`config.mk`:
```
export PLATFORM = sky130hd
export DESIGN_NAME = key_gesture_decoder
export DESIGN_NICKNAME = d
export VERILOG_FILES = /design/src/rtl/key_gesture_decoder.sv
export SDC_FILE = /design/constraint.sdc
export NUM_CORES = 1
export LEC_CHECK = 0
export ABC_AREA = 1
export BUFFER_PORTS_ARGS = -buffer_cell sky130_fd_sc_hd__buf_2
export CORE_UTILIZATION = 50
export DETAILED_ROUTE_END_ITERATION = 8
export PLACE_DENSITY = 0.66
export SLEW_MARGIN = 30
export SYNTH_ARGS = -nofsm -noshare
export SYNTH_HDL_FRONTEND = slang
export SYNTH_SLANG_ARGS = --single-unit
```
`constraint.sdc`:
```
create_clock -name clk -period 2.2 [get_ports clk]
set_input_delay 0.44 -clock clk [delete_from_list [all_inputs] [get_ports clk]]
set_output_delay 0.44 -clock clk [all_outputs]
set_load 0.02 [all_outputs]
```
`src/rtl/key_gesture_decoder.sv`:
```
// Key gesture decoder: per-key debounce followed by a small FSM that turns
// each debounced press into one tap/long-press event on a valid/ready port.
//
// Event handshake: evt_valid is raised in EMIT and stays high with evt_key and
// evt_long frozen until a rising clk edge sees evt_valid & evt_ready; that edge
// completes the transfer and evt_valid drops right after it. evt_ready is
// ignored whenever evt_valid is low.
module key_gesture_decoder #(
  parameter int NUM_KEYS   = 3,
  parameter int KEY_W      = 2,
  parameter int CNT_W      = 16,
  parameter int DEB_CYCLES = 4,
  parameter int TAP_MAX    = 4
) (
  input  logic                clk,
  input  logic                reset,
  input  logic [NUM_KEYS-1:0] inputkeys,
  output logic                evt_valid,
  input  logic                evt_ready,
  output logic [KEY_W-1:0]    evt_key,
  output logic                evt_long,
  output logic                busy,
  output logic [1:0]          dbg_state
);

  localparam logic [1:0] ST_IDLE  = 2'd0;
  localparam logic [1:0] ST_PRESS = 2'd1;
  localparam logic [1:0] ST_EMIT  = 2'd2;
  localparam logic [1:0] ST_REARM = 2'd3;

  // Stability counter reaches this value on the last cycle before accepting.
  localparam logic [7:0]       STAB_LAST = 8'(DEB_CYCLES - 1);
  localparam logic [CNT_W-1:0] DUR_MAX   = '1;

  logic [NUM_KEYS-1:0] deb;
  logic [7:0]          stab [NUM_KEYS];
  logic [1:0]          state;
  logic [CNT_W-1:0]    dur;
  logic [KEY_W-1:0]    first_key;
  logic                key_held;
  logic                is_long;

  // Per-key debounce: a level change is accepted only after it has been
  // seen for DEB_CYCLES consecutive cycles; any return to the accepted
  // level restarts the count.
  always_ff @(posedge clk) begin
    if (!reset) begin
      deb <= '0;
      for (int i = 0; i < NUM_KEYS; i++) begin
        stab[i] <= '0;
      end
    end else begin
      for (int i = 0; i < NUM_KEYS; i++) begin
        if (inputkeys[i] != deb[i]) begin
          if (stab[i] == STAB_LAST) begin
            deb[i]  <= inputkeys[i];
            stab[i] <= '0;
          end else begin
            stab[i] <= stab[i] + 8'd1;
          end
        end else begin
          stab[i] <= '0;
        end
      end
    end
  end

  // Lowest-index debounced key that is currently down (priority encoder).
  always_comb begin
    first_key = '0;
    for (int i = NUM_KEYS - 1; i >= 0; i--) begin
      if (deb[i]) begin
        first_key = KEY_W'(i);
      end
    end
  end

  // Debounced level of the captured key; a loop avoids indexing past
  // NUM_KEYS when KEY_W can encode more keys than exist.
  always_comb begin
    key_held = 1'b0;
    for (int i = 0; i < NUM_KEYS; i++) begin
      if (KEY_W'(i) == evt_key) begin
        key_held = deb[i];
      end
    end
  end

  // Widened compare so TAP_MAX may exceed the counter range.
  assign is_long = (64'(dur) > 64'(TAP_MAX));

  // Gesture FSM: capture a press, time it, offer one event, then wait for
  // every key to be released before accepting a new press.
  always_ff @(posedge clk) begin
    if (!reset) begin
      state    <= ST_IDLE;
      dur      <= '0;
      evt_key  <= '0;
      evt_long <= 1'b0;
    end else begin
      case (state)
        ST_IDLE: begin
          if (|deb) begin
            evt_key <= first_key;
            dur     <= '0;
            state   <= ST_PRESS;
          end
        end
        ST_PRESS: begin
          if (key_held) begin
            if (dur != DUR_MAX) begin
              dur <= dur + CNT_W'(1);
            end
          end else begin
            evt_long <= is_long;
            state    <= ST_EMIT;
          end
        end
        ST_EMIT: begin
          if (evt_ready) begin
            state <= ST_REARM;
          end
        end
        ST_REARM: begin
          if (deb == '0) begin
            state <= ST_IDLE;
          end
        end
        default: state <= ST_IDLE;
      endcase
    end
  end

  assign evt_valid = (state == ST_EMIT);
  assign busy      = (state != ST_IDLE);
  assign dbg_state = state;

endmodule

```
# Yosys cells after proc, flatten, opt, wreduce, memory -nomap -nowiden
# Memories as Yosys holds them, arrays and structs flattened.
# Cells that the tools add are included.
totals:
  n_memories: 1
  inputBits: 6
  output_inout_bits: 7
  register_bits: 24
  latchBits: 0
  romBits: 0
  ram_bits: 24
  word_cells: 112
memory_table:
  columns: ["memory", "words", "word_bits", "read_ports", "rd_clocked_by_memory_dff", "wr", "line_no", "text"]
  rows:
  - ["stab", 3, 8, 3, 0, 3, "36", "logic [7:0] stab [NUM_KEYS];"]
classes:
  bitwise_logic: 10
  n_mux: 58
  div_mod_pow: 0
  addsub: 4
  n_mul: 0
  eq_ne: 18
  reduce_logical: 13
  n_lt_le_gt_ge: 1
  n_shift: 0
ops:
  columns: ["op", "n"]
  rows:
  - ["$mux W8", 9]
  - ["$mux W16", 3]
  - ["$mux W1", 37]
  - ["$pmux W16 S2", 1]
  - ["$add A8 B1 Y8 const B", 3]
  - ["$eq A8 B2 Y1 const B", 3]
  - ["$add A16 B1 Y16 const B", 1]
  - ["$gt A16 B3 Y1 const B", 1]
  - ["$ne A16 B16 Y1 const B", 1]
  - ["$mux W2", 7]
  - ["$ne A2 B2 Y1 const B", 5]
  - ["$reduce_and A2 Y1", 5]
  - ["$or A1 B1 Y1", 9]
  - ["$pmux W2 S4", 1]
  - ["$reduce_and A4 Y1", 2]
  - ["$eq A2 B2 Y1 const B", 2]
  - ["$logic_not A2 Y1", 2]
  - ["$reduce_bool A2 Y1", 2]
  - ["$logic_not A3 Y1", 1]
  - ["$ne A1 B1 Y1", 3]
  - ["$reduce_or A3 Y1", 1]
  - ["$eq A1 B2 Y1 const A", 1]
  - ["$eq A2 B1 Y1 const B", 1]
  - ["$eq A2 B2 Y1 const A", 1]
  - ["2 further kinds", 2]

# Depth between registers and ports, before layout
logic_depth:
  depth_word: 8
  depth_mapped: 12
  depth_no_buf: 11

# Worst setup path before layout
# No wires, ideal clock.
synth_path:
  path_type: "reg2reg"
  from: "register state[0], in the netlist dbg_state[0]"
  to: "register dur[13]"
  arrival_time_ns: 1.684
  setup_slack_ns: 0.404
  setup_time_ns: 0.112
  stages_incl_launch_ff: 12
  required_time_ns: 2.088
  synth_period_minus_slack_ns: 1.796
  n_path_buf: 1
  path_cell_list: "dfxtp_1 inv_1 ha_1 inv_1 nand2_1 nand2_2 inv_2 nand2_2 nor2_8 buf_12 a21oi_2 nor2_1"
synth_via:
  elab_chain_len: 3
  elab_cells_between_ends: 8
  classes_between: "eq/ne (4); mux (1); reduce/logical (3)"
synth_rtl:
  columns: ["item", "line_no", "text"]
  rows:
  - ["start, declared", "37", "logic [1:0] state;"]
  - ["start signal, assigned", "96", "state <= ST_IDLE;"]
  - ["start signal, assigned", "106", "state <= ST_PRESS;"]
  - ["start signal, assigned", "116", "state <= ST_EMIT;"]
  - ["$eq A2 B1 Y1 or $logic_not A2 Y1 (tied branches)", "101", "case (state)"]
  - ["$ne A2 B2 Y1 (no source line) or $reduce_bool A2 Y1 (tied branches)", null, null]
  - ["$reduce_and A4 Y1 (no source line)", null, null]
  - ["end signal, assigned", "112", "dur <= dur + CNT_W'(1);"]
  - ["end, declared", "38", "logic [CNT_W-1:0] dur;"]
# Several ways; a longest one is shown, not always the timed one.
# A chain may end at the register's enable or synchronous reset.

# Worst setup path after layout
layout_path:
  from: "register state[0], in the netlist dbg_state[0]"
  to: "output busy"
layout_via:
  elab_chain_len: 1
layout_rtl:
  columns: ["item", "line_no", "text"]
  rows:
  - ["$reduce_bool A2 Y1", "135", "assign busy = (state != ST_IDLE);"]
  - ["end, declared", "22", "output logic busy,"]
# Every way passes these cells.

==> impl_metrics.py <==
metrics = {
    "clock_tree": {
        "cts_num_sinks": 48,
        "clk_latency_ns": 0.30,
        "ctsHoldBuffers": 0,
        "cts_buffer_depth": 2,
        "postCtsSetupBuffers": 0,
        "clkSlewWorstSetupHoldPaths_ns": 0.09,
        "cts_tree": "done",
        "htreeDepth": 2,
        "cts_made_buffers": 5,
        "root_buffer": "clkbuf_8",
        "postCtsResizedCells": 0,
    },
    "critical_path": {
        "critPathTopFamily": "flip-flops",
        "cpMostUsedCell": "inv_1",
        "cp_max_fo": 5,
        "cp-end-kind": "output pin",
        "start_kind": "flip-flop",
        "critical_path.startpoint": "dbg_state[0]",
        "critPathBufInv": 3,
        "cpMaxStageDelayCell": "dfxtp_1",
        "r2r_start": "dbg_state[1]",
        "critPathKind": "flip-flop to output pin",
        "path_cells": "inv_1, ha_1, inv_1, buf_2",
        "cp.required_ns": 1.76,
        "critPathArrivalTime_ns": 1.39,
        "slowest_delay_ns": 0.41,
    },
    "yosys": {
        "synth.top_cell.area_share": 0.244,
        "synth.distinct_cells": 31,
        "netlist_instances": 385,
        "netlist_area_um2": 2950,
        "synthFlopType": "edfxtp_1",
        "yosys_warnings": 0,
        "synth_edf_count": 24,
        "yosys-top-cells-area": "edfxtp_1, dfxtp_1, nand2_1",
        "async_flop_share": 0,
        "synth_seq_cells": 48,
        "synth_seq_area_share": 0.407,
        "yosys.area.top_type": "edfxtp_1",
        "avgSynthCellArea_um2": 7.67,
    },
    "route": {
        "finalWirelength_um": 5560,
        "drtIter0Drc": 137,
        "drc_errors": 0,
        "drt.antenna.violating_nets": 0,
        "wl_per_cell_um": 11.2,
        "vias": 2419,
        "dr.pass1.iters": 6,
        "via_per_inst": 4.87,
    },
    "pwr": {
        "power_leakage_uw": 0.00130,
        "vdd_drop_max_mv": 0.384,
        "pwr_density_cell_nw_per_um2": 696,
    },
    "placement": {
        "dpl-instance-area_um2": 3140,
        "gp_congestion": 0.898,
        "portBuffers": 12,
        "dp_hpwl_um": 4220,
    },
    "floorplanning": {
        "num_rows": 27,
        "die_area_um2": 6220,
        "initial_core_util": 0.527,
        "core_region_area_um2": 5610,
        "ios": 13,
        "die_w_um": 78.9,
        "die_y_um": 78.9,
    },
    "finish": {
        "diodes": 0,
        "nNetsFinal": 440,
        "fin_area_um2": 3220,
        "drive_above_1_share": 0.139,
        "fill_cells": 540,
        "areaGrowthSynthToFinish_pct": 9.19,
    },
    "run": {
        "cap_violations": 0,
    },
    "sta": {
        "setup_tns_ns": 0,
        "hold_viol": 0,
        "finClkSkew_ns": 0.00877,
        "period_minus_slack_ns": 1.83,
        "drv_slew": 0,
        "final-setup-viol-count": 0,
        "grt_setup_unrepaired": "false",
        "period_share": 0.833,
        "fmax_mhz": 545,
    },
    "global_routing": {
        "overflow": 0,
        "antenna_found_initial": 0,
        "grt_usage": 0.190,
        "grt_max_degree": 20,
        "grt_pass1_wl_um": 9350,
        "grt_pass1_vias": 2158,
    },
    "worst_hold_path": {
        "worst_hold_path_type": "input port to flip-flop",
        "min_from": "inputkeys[1]",
    },
    "outcome": {
        "status": "completed",
    },
}
cell type report:
class | count | area [um^2] | share of cell area
multi-input combinational | 302 | 1570 | 0.487
timing repair buffer | 15 | 82.6 | 0.0256
inverter | 52 | 195 | 0.0605
sequential | 48 | 1200 | 0.373
tap | 72 | 90.1 | 0.0279
clock buffer | 7 | 76.3 | 0.0237
clock inverter | 1 | 8.76 | 0.00272
sequential cells by signal, summed over array words and instances (netlist names):
signal,cells
dbg_state,2
deb,3
evt_long,1
evt_key,2
dur,16
stab,24
synthesized netlist by cell type, types with 2 or more instances:
cell type  count
nor2_4         4
a21oi_2       11
inv_1         49
nand2_1       85
nor4_1         2
nand2_2        9
nor3_1         8
nand3_1       24
nand3_2        3
buf_12         2
edfxtp_1      24
or2_2          3
nor3b_1        2
nor2_2         2
a21oi_1       24
nand4_1        7
o21ai_0       16
dfxtp_1       24
nor2_1        55
ha_1          10
xor2_1         7
clkbuf_1       2
nand3_4        2
inv_2          3
per-stage QoR:
step           cells   util  hold slack (ns)  setup WS (ns)  total power (uW)
6_report         497  0.575            0.425          0.367              2240
5_1_grt          497  0.575            0.435          0.261              2390
4_1_cts          497  0.575            0.421          0.348              2280
3_5_place_dp     489  0.560            0.476          0.453              1750
3_3_place_gp     489  0.560            0.476          0.471              1750
2_1_floorplan    408      -            0.453          0.404              1670
per-layer routing:
layer  GRT usage  part of all wire
met1       0.258              0.50
met3      0.0322             0.026
met4      0.0673             0.011
met2       0.305              0.46
met5           0                 0
placed cells by master, fill, tap and decap left out, types with 2 or more instances in the layout:
cell / count
o21ai_0: 16
or2_2: 3
nand4_1: 7
clkbuf_8: 5
nor3b_1: 2
a21oi_2: 11
nand3_4: 2
nor4_1: 2
xor2_1: 7
a21oi_1: 24
edfxtp_1: 24
buf_2: 12
nand3_1: 24
inv_2: 3
buf_4: 3
inv_1: 49
nor2_2: 2
nand3_2: 3
clkbuf_1: 2
conb_1: 24
nor2_4: 4
nor3_1: 8
nand2_1: 85
nand2_2: 9
dfxtp_1: 24
nor2_1: 55
ha_1: 10
path summary, 6_finish.rpt:
kind / endpoint / slack, ns / cells after the start
worst max-delay path: busy / 0.37 / 4
worst min-delay path: deb[1] / 0.42 / 3
worst max register to register: dur[15] / 0.45 / 9
worst min register to register: dur[0] / 0.49 / 2
tightest hold or removal path: stages:
cell,delay (ns)
buf_2,0.10
nor3_1,0.05
nor2_1,0.09
where the power goes:
part	switching [uW]	internal, uW	total (uW)
registers	47.2	996	1040
clock network	290	228	518
logic	463	221	684
total	800	1440	2240
kinds of logic after synthesis:
family,after synthesis,share of synthesized area
compound gates,53,0.105
simple gates,207,0.330
fa+ha+maj,10,0.0424
xor+xnor,8,0.0237
buf+inv,58,0.0907
other cells,1,0.00127
flops,48,0.407
No activity file was read; power rests on OpenSTA's default activity.
